[src/rtl/apple_line_fetcher.sv]
// Apple II scanline fetcher: computes the text/lores/hires base address for a line,
// fetches the interleaved words over the shadow video port and double-buffers them for the renderer.
module apple_line_fetcher #(
    parameter int WORDS_PER_LINE = 20
) (
    input  logic        clk_logic,
    input  logic        reset,
    input  logic        line_start_i,
    input  logic [7:0]  line_i,
    input  logic        text_mode_i,
    input  logic        mixed_mode_i,
    input  logic        page2_i,
    input  logic        hires_mode_i,
    input  logic        store80_i,
    input  logic        bank_i,
    output logic        video_rd_o,
    output logic [15:0] video_address_o,
    output logic        video_bank_o,
    input  logic [31:0] video_data_i,
    input  logic        video_valid_i,
    input  logic [4:0]  buf_index_i,
    output logic [31:0] buf_data_o,
    output logic        line_ready_o,
    output logic        busy_o,
    output logic        overrun_o
);
    localparam logic [4:0] LAST_WORD = 5'(WORDS_PER_LINE - 1);
    localparam logic [5:0] HALF_SIZE = 6'(WORDS_PER_LINE);

    typedef enum logic [1:0] {
        ST_IDLE = 2'd0,
        ST_REQ  = 2'd1,
        ST_WAIT = 2'd2,
        ST_DONE = 2'd3
    } state_t;

    state_t      state_r, state_s;
    logic [4:0]  k_r, k_s;
    logic [15:0] base_r, base_s;
    logic [15:0] line_base_s, page_base_s, row_off_s, group_off_s;
    logic        bank_r, bank_s, drop_r, drop_s, overrun_s, disp_r;
    logic        swap_s, wr_en_s, page2_eff_s, hires_sel_s, start_ok_s;
    logic [5:0]  wr_addr_s, rd_addr_s;
    logic [31:0] line_mem [0:2*WORDS_PER_LINE-1];

    // Line base address from the soft switches; STORE80 turns PAGE2 into an aux select
    always_comb begin
        page2_eff_s = page2_i & ~store80_i;
        hires_sel_s = hires_mode_i & ~text_mode_i & ~(mixed_mode_i & (line_i >= 8'd160));
        start_ok_s  = line_start_i & (line_i <= 8'd191);
        group_off_s = {9'd0, line_i[7:6], 5'd0} + {11'd0, line_i[7:6], 3'd0};
        if (hires_sel_s) begin
            page_base_s = page2_eff_s ? 16'h4000 : 16'h2000;
            row_off_s   = {3'd0, line_i[2:0], 10'd0} + {6'd0, line_i[5:3], 7'd0};
        end else begin
            page_base_s = page2_eff_s ? 16'h0800 : 16'h0400;
            row_off_s   = {6'd0, line_i[5:3], 7'd0};
        end
        line_base_s = page_base_s + row_off_s + group_off_s;
    end

    // Fetch sequencing, abort handling and stale-response drop
    always_comb begin
        state_s   = state_r;
        k_s       = k_r;
        base_s    = base_r;
        bank_s    = bank_r;
        overrun_s = overrun_o;
        swap_s    = 1'b0;
        wr_en_s   = 1'b0;
        if (drop_r && video_valid_i) begin
            drop_s = 1'b0;
        end else begin
            drop_s = drop_r;
        end
        case (state_r)
            ST_IDLE: begin
                if (start_ok_s) begin
                    base_s  = line_base_s;
                    bank_s  = bank_i;
                    k_s     = 5'd0;
                    state_s = ST_REQ;
                end else begin
                    state_s = ST_IDLE;
                end
            end
            ST_REQ: begin
                state_s = ST_WAIT;
            end
            ST_WAIT: begin
                if (video_valid_i && !drop_r) begin
                    wr_en_s = 1'b1;
                    if (k_r == LAST_WORD) begin
                        state_s = ST_DONE;
                    end else begin
                        k_s     = k_r + 5'd1;
                        state_s = ST_REQ;
                    end
                end else begin
                    state_s = ST_WAIT;
                end
            end
            ST_DONE: begin
                swap_s = 1'b1;
                if (start_ok_s) begin
                    base_s  = line_base_s;
                    bank_s  = bank_i;
                    k_s     = 5'd0;
                    state_s = ST_REQ;
                end else begin
                    state_s = ST_IDLE;
                end
            end
            default: begin
                state_s = ST_IDLE;
            end
        endcase
        // A request issued in REQ, or still owed in WAIT, must have its response discarded
        if (line_start_i && (state_r == ST_REQ || state_r == ST_WAIT)) begin
            overrun_s = 1'b1;
            drop_s    = !(state_r == ST_WAIT && video_valid_i && !drop_r);
            wr_en_s   = 1'b0;
            if (start_ok_s) begin
                base_s  = line_base_s;
                bank_s  = bank_i;
                k_s     = 5'd0;
                state_s = ST_REQ;
            end else begin
                state_s = ST_IDLE;
            end
        end else begin
            overrun_s = overrun_s;
        end
    end

    // State and registered port outputs
    always_ff @(posedge clk_logic) begin
        if (reset) begin
            state_r         <= ST_IDLE;
            k_r             <= 5'd0;
            base_r          <= 16'd0;
            bank_r          <= 1'b0;
            drop_r          <= 1'b0;
            disp_r          <= 1'b0;
            overrun_o       <= 1'b0;
            video_rd_o      <= 1'b0;
            video_address_o <= 16'd0;
            video_bank_o    <= 1'b0;
            line_ready_o    <= 1'b0;
            busy_o          <= 1'b0;
        end else begin
            state_r         <= state_s;
            k_r             <= k_s;
            base_r          <= base_s;
            bank_r          <= bank_s;
            drop_r          <= drop_s;
            disp_r          <= disp_r ^ swap_s;
            overrun_o       <= overrun_s;
            video_rd_o      <= (state_s == ST_REQ);
            video_address_o <= base_s + {10'd0, k_s, 1'b0};
            video_bank_o    <= bank_s;
            line_ready_o    <= (state_s == ST_DONE);
            busy_o          <= (state_s == ST_REQ) || (state_s == ST_WAIT);
        end
    end

    // Fill half is the one not on display
    always_comb begin
        wr_addr_s = {1'b0, k_r} + (disp_r ? 6'd0 : HALF_SIZE);
        rd_addr_s = {1'b0, buf_index_i} + (disp_r ? HALF_SIZE : 6'd0);
    end

    // Line buffer RAM, deliberately not cleared by reset
    always_ff @(posedge clk_logic) begin
        if (wr_en_s) begin
            line_mem[wr_addr_s] <= video_data_i;
        end
    end

    // Renderer read port
    always_ff @(posedge clk_logic) begin
        if (reset) begin
            buf_data_o <= 32'd0;
        end else if (buf_index_i <= LAST_WORD) begin
            buf_data_o <= line_mem[rd_addr_s];
        end else begin
            buf_data_o <= 32'd0;
        end
    end
endmodule

[config.mk]
export PLATFORM = sky130hd
export DESIGN_NAME = apple_line_fetcher
export DESIGN_NICKNAME = d
export VERILOG_FILES = /design/src/rtl/apple_line_fetcher.sv
export SDC_FILE = /design/constraint.sdc
export NUM_CORES = 1
export LEC_CHECK = 0
export ABC_CLOCK_PERIOD_IN_PS = 4000
export BUFFER_PORTS_ARGS = -buffer_cell sky130_fd_sc_hd__buf_2
export CORE_MARGIN = 1.5
export CORE_UTILIZATION = 62
export DETAILED_ROUTE_END_ITERATION = 6
export HOLD_SLACK_MARGIN = 0.1
export PLACE_DENSITY = 0.8
export SETUP_SLACK_MARGIN = 0.05
export SLEW_MARGIN = 25
export SYNTH_ARGS = -nofsm -noshare
export SYNTH_HDL_FRONTEND = slang
export SYNTH_SLANG_ARGS = --single-unit
[constraint.sdc]
create_clock -name clk_logic -period 4 [get_ports clk_logic]
set_input_delay 0.6 -clock clk_logic [delete_from_list [all_inputs] [get_ports clk_logic]]
set_output_delay 0.6 -clock clk_logic [all_outputs]
set_load 0.03 [all_outputs]
==> results.md, run 1 <==
- Dominant cells by area after synthesis: edfxtp_1 74%, mux4_2 15%, dfxtp_1 3.0%, mux2_2 1.4%, nor2_1 0.83%
- Inserted Clock Buffers: 132
- Routed wire length: 132000 um
- Final hold violations: 0
- CTS Sinks: 1357
- Yosys warning count: 0
- Worst relative slew slack: 0.298
- Crit path buffers/inverters: 3
- Die span in y: 292 um
- Worst-margin pin slew: 1050 ps
- RSZ-0062 raised after global routing: false
- Max cap viols: 0
- Level count of the clock H-tree: 4
- Most frequent cells in the layout: 1280 x edfxtp_1, 352 x mux4_2, 137 x clkbuf_16
- Cell taking the most area after synthesis: edfxtp_1
- Worst path most repeated cell: a21oi_1
- Iter 0 DRT Violations: 3116
- Gp weighted congestion: 0.828
- Synthesized netlist cell count: 2314
- Setup crit start: video_valid_i
- Commonest non-fill, non-tap cell in the layout: edfxtp_1
- Slew Limit Fails: 0
- GRT overflow: 0
- Clock Pin Slew Worst Setup and Hold Paths: 70 ps
- TritonCTS clock tree: yes
- Worst r2r src: k_r[0]$_SDFF_PP0_
- Synthesized cell area: 51700 um2
- Synth unique cells: 56
- Row Count: 105
- Largest net degree at the start of global routing: 52
- Core ar.: 82400 um2
- Area Overhead vs Synth: 14.6%
- Initial Utilization: 0.628
- CP Cell Sequence: dlygate4sd3_1 -> buf_2 -> nor2b_1 -> o31a_1 -> nor3b_2 -> buf_4 -> a21oi_1 -> a311oi_2 -> ha_1 -> o21ai_0 -> o21bai_1 -> a21oi_1 -> or4_4 -> or4_1 -> nand2_1
- CTS Buffer Depth: 3
- Tmin final: 3630 ps
- Nets: 2634
- Crit end category: register
- Root Buffer: clkbuf_16
- Layout cells sized above 1: 0.334
- Worst-Skew Late Latency: 730 ps
- Synth Register Bits: 1357
- Filler cells: 4374
- Die ar.: 85100 um2
- Leak: 0.0191 uW
- Period utilization: 0.908
- First-pass GRT wire length: 190000 um
- CP top delay family: simple AND/OR/NAND/NOR gates
- R2R setup slack: 400 ps
- Top-area cell type share of the netlist area: 0.743
- Hold path cells: 3
- IO Count: 108
- P per Cell Area: 507 nW/um2
- Critical Path AT: 4290 ps
- Vias in the first global route: 27396
- Total track usage: 0.317
- Sequential fraction of the synthesis area: 0.773
- Reg2reg end: video_address_o[15]$_SDFF_PP0_
- Number of synthesized flops with an enable pin: 1280
- DRT Pass-1 Iters: 7
- Via/cell ratio: 6.97
- Main synth FF type: edfxtp_1
- Vias: 26058
- Hold slack: 217 ps
- Remaining DRCs: 0
- # setup viols final: 0
- Synth Area per Inst: 22.3 um2
- Wirelength per Cell: 35.2 um
- CP max-delay cell: or4_4
- WP data required: 4660 ps
- Startpoint types: input port
- Routed Antenna Nets: 0
- Hold Path Sink: base_r[9]$_SDFF_PP0_
- CP max FO: 5
- Post-CTS setup buffers: 0
- FFs w/ async S/R, synth: 0
- Peak Freq: 275 MHz
- Min-delay src: line_i[5]
- Crit Path Category: input port to register
- Critical path's largest stage delay: 560 ps
- Synthesized Nets: 2388
- Initial antenna violation count: 7
- R2R depth: 15
- Placement Cell Area: 54800 um2
- Die W: 292 um
- Final Skew: 35.1 ps
- Max IR drop VDD: 0.000435 V
- Setup TNS: 0 ps
- Hold Path Class: input port to register
- Post-DP HPWL: 69400 um
- # port buffers: 107
- Final instance area: 59300 um2
- Outcome: finished clean
## worst max-delay path by stage
stage,slack (ps),end,cells past startpoint
2_1_floorplan,400,video_address_o[15]$_SDFF_PP0_,14
3_3_place_gp,190,video_address_o[15]$_SDFF_PP0_,15
3_5_place_dp,90,video_address_o[12]$_SDFF_PP0_,14
4_1_cts,310,video_address_o[12]$_SDFF_PP0_,15
5_1_grt,100,video_address_o[15]$_SDFF_PP0_,16
6_report,370,video_address_o[12]$_SDFF_PP0_,15
## flip-flops by register name, indices dropped and copies added (netlist names)
signal	cells
busy_o	1
k_r	5
line_ready_o	1
video_rd_o	1
buf_data_o	32
base_r	15
overrun_o	1
disp_r	1
video_address_o	16
state_r	2
drop_r	1
bank_r	1
line_mem	1280
## report_power, final
part	internal [uW]	switching, uW	leakage (uW)
registers	15600	33.0	0.0121
logic	664	1050	0.00476
clock network	7420	5270	0.00216
total	23700	6350	0.0191
## what timing repair did
| item | CTS | global route |
|---|---|---|
| hold endpoints to repair | 2 | 0 |
| resized for setup | 0 | 3 |
| hold buffers | 2 | 0 |
| endpoints found under the setup margin | 0 | 2 |
## stage by stage
step	instances	utilization	setup slack, ps	power, uW
finish	3741	0.719	368	30000
global route	3739	0.719	96.7	30700
CTS	3738	0.719	308	30100
detailed placement	3494	0.665	92.6	17600
global placement	3494	0.665	188	17500
floorplan	2314	-	396	16900
## metal layers
| metal | GRT usage | wire length, um |
|---|---|---|
| met3 | 0.0719 | 14200 |
| met4 | 0.141 | 5920 |
| met5 | 0 | 87 |
| met1 | 0.404 | 44500 |
| met2 | 0.527 | 66900 |
## tightest hold or removal path, delay by kind of cell
family / cells / cell delay, ps
buffers and inverters: 1 / 120
and+or+nand+nor: 1 / 100
muxes: 1 / 90
## synth_stat cells, types with 4 or more instances
cell type  number
nand2_1        61
buf_2          37
clkbuf_1       63
nand3_1         8
a21oi_1        12
mux2i_1        38
o22ai_1        32
mux4_2        352
nor2b_1        19
o21ai_0         9
inv_1          10
ha_1           18
dfxtp_1        77
a211oi_1        4
edfxtp_1     1280
xnor2_1         4
nor3_1         12
buf_1          11
o211ai_1       33
mux2_2         65
nor2_1        114
## layout make-up
cell class | count | area (um2) | area share
Sequential cell | 1357 | 40000 | 0.675
Clock buffer | 177 | 3650 | 0.0616
Tap cell | 1070 | 1340 | 0.0226
Inverter | 10 | 37.5 | 0.000633
Timing Repair Buffer | 227 | 1910 | 0.0323
Multi-Input combinational cell | 832 | 11600 | 0.195
Clock inverter | 65 | 782 | 0.0132
Antenna cell | 3 | 7.51 | 0.000127
## cells by family after synthesis
group | Yosys count | share of synthesized area
buf+inv | 125 | 0.0104
compound gates | 118 | 0.0159
simple gates | 233 | 0.0197
other cells | 1 | 0.0000725
mux | 455 | 0.175
xor+xnor | 6 | 0.00102
flops | 1357 | 0.773
fa+ha+maj | 19 | 0.00474
(Power assumes the default switching activity.)
==> run 2: changes to the inputs <==
--- a/config.mk
+++ b/config.mk
@@ -12,6 +12,7 @@
 export DETAILED_ROUTE_END_ITERATION = 6
 export HOLD_SLACK_MARGIN = 0.1
 export PLACE_DENSITY = 0.8
+export RECOVER_POWER = 100
 export SETUP_SLACK_MARGIN = 0.05
 export SLEW_MARGIN = 25
 export SYNTH_ARGS = -nofsm -noshare
==> run 2 against run 1 <==
Compared with the run above:
- the flow now finishes with violations (max-capacitance violations, max-slew violations)
- critical path depth decreased by 7
- final cell count unchanged
- clock power about the same
- maximum frequency decreased by 8.5%
- sequential share of layout area increased by 0.75 points
==> results.md, run 2 (synthesis gave the netlist of run 1 again) <==
- Worst-Skew Late Latency: 730 ps
- Gp weighted congestion: 0.828
- Core ar.: 82400 um2
- # setup viols final: 0
- CP top delay family: simple AND/OR/NAND/NOR gates
- Post-placement cell count: 3494
- Multi-input logic area: 11400 um2
- Initial antenna violation count: 7
- Die span in y: 292 um
- Final Skew: 34.9 ps
- Routed Antenna Nets: 0
- Filler cells: 4557
- Hold Path Class: input port to register
- Level count of the clock H-tree: 4
- Layout cells sized above 1: 0.284
- Commonest non-fill, non-tap cell in the layout: edfxtp_1
- Setup TNS: 0 ps
- Hold path cells: 3
- Violations in the final reports: max-capacitance violations, max-slew violations
- Tmin final: 3970 ps
- Die ar.: 85100 um2
- Period utilization: 0.992
- Min-delay src: line_i[5]
- Largest register by flop count: line_mem
- Slew Limit Fails: 1350
- Total track usage: 0.317
- R2R setup slack: 30 ps
- Crit path buffers/inverters: 2
- Wirelength per Cell: 35.2 um
- Max cap viols: 33
- Via/cell ratio: 6.97
- R2R depth: 8
- Max FFs per register: 1280
- CTS Buffer Depth: 3
- Inserted Clock Buffers: 132
- Row Count: 105
- Most frequent cells in the layout: 1280 x edfxtp_1, 352 x mux4_2, 143 x clkbuf_1
- Vias: 26063
- First-pass GRT wire length: 190000 um
- Fin cells: 3741
- Peak Freq: 252 MHz
- Routed wire length: 132000 um
- Largest regs: line_mem x1280, buf_data_o x32, video_address_o x16
- Leak: 0.0186 uW
- GRT overflow: 0
- Largest net degree at the start of global routing: 52
- DRT Pass-1 Iters: 6
- CP max FO: 32
- Initial Utilization: 0.628
- Nets: 2634
- CP Cell Sequence: inv_1 -> ha_1 -> nand2b_1 -> nand3_1 -> nor2_1 -> nand2_1 -> nor2_4 -> clkbuf_2
- Max IR drop VDD: 0.000433 V
- Remaining DRCs: 0
- Total Power: 30000 uW
- Vias in the first global route: 27396
- Outcome: finished, violations left
- Clock Pin Slew Worst Setup and Hold Paths: 70 ps
- WP data required: 4310 ps
- Die W: 292 um
- Critical path's largest stage delay: 1110 ps
- CP max-delay cell: clkbuf_2
- Reg2reg end: line_mem[17][1]$_DFFE_PP_
- Final hold violations: 0
- Post-place setup slack: 92.6 ps
- Worst relative slew slack: -0.385
- Setup ws final: 31.2 ps
- Crit Path Category: register to register
- Final Util: 0.712
- Startpoint types: register
- Worst-margin pin slew: 2080 ps
- RSZ-0062 raised after global routing: false
- P per Cell Area: 512 nW/um2
- TritonCTS clock tree: yes
- FF/Latch Area: 40000 um2
- IO Count: 108
- Crit end category: register
- CTS Sinks: 1357
- Post-DP HPWL: 69400 um
- Critical Path AT: 4280 ps
- Hold Path Sink: base_r[9]$_SDFF_PP0_
- Iter 0 DRT Violations: 3427
- Root Buffer: clkbuf_16
- Area Overhead vs Synth: 13.4%
- # port buffers: 107
- Worst r2r src: state_r[0]$_SDFF_PP0_
## run 2: final cells by class
cell class / count / area share
Sequential cell: 1357 / 0.682
Multi-Input combinational cell: 832 / 0.194
Clock buffer: 177 / 0.0623
Timing Repair Buffer: 227 / 0.0243
Tap cell: 1070 / 0.0228
Clock inverter: 65 / 0.0133
Inverter: 10 / 0.000640
Antenna cell: 3 / 0.000128
## run 2: metrics by stage
stage | cell area, um2 | hold slack (ps)
finish | 58600 | 220
global route | 58600 | 229
CTS | 59200 | 183
detailed placement | 54800 | 445
global placement | 54800 | 439
floorplan | 51700 | 421
## run 2: worst reg2reg max path, stage by stage (launching register included)
cell and delay, ps:
dfxtp_1 370, inv_1 60, ha_1 330, nand2b_1 250, nand3_1 190, nor2_1 550, nand2_1 440, nor2_4 200
clkbuf_2 1110
## run 2: worst max path at each step
| stage | startpoint | to | slack [ps] | depth (start not counted) |
|---|---|---|---|---|
| final | state_r[0]$_SDFF_PP0_ | line_mem[17][1]$_DFFE_PP_ | 30 | 8 |
| after global routing | state_r[0]$_SDFF_PP0_ | line_mem[22][29]$_DFFE_PP_ | 60 | 8 |
| after CTS | video_valid_i | video_address_o[12]$_SDFF_PP0_ | 310 | 15 |
| after detailed placement | video_valid_i | video_address_o[12]$_SDFF_PP0_ | 90 | 14 |
| after global placement | video_valid_i | video_address_o[15]$_SDFF_PP0_ | 190 | 15 |
| after floorplan | video_valid_i | video_address_o[15]$_SDFF_PP0_ | 400 | 14 |
## run 2: metal layers
metal	part of all wire	wire [um]	up-vias	GRT usage
met3	0.11	14200	404	0.0719
met2	0.51	66600	1892	0.527
met4	0.047	6250	10	0.141
met5	0.00049	65	-	0
met1	0.34	44600	13557	0.404
li1	-	-	10200	-
## run 2: what timing repair did
action,CTS,global route
hold endpoints to repair,2,0
hold buffers,2,0
setup endpoints to repair,0,2
buffers inserted,0,0
resized for setup,0,3
## run 2: report_power, final
group          leakage, uW  switching [uW]  total [uW]  internal, uW
registers           0.0121            35.1       15600         15600
clock network      0.00216            5270       12700          7420
logic              0.00428            1050        1690           640
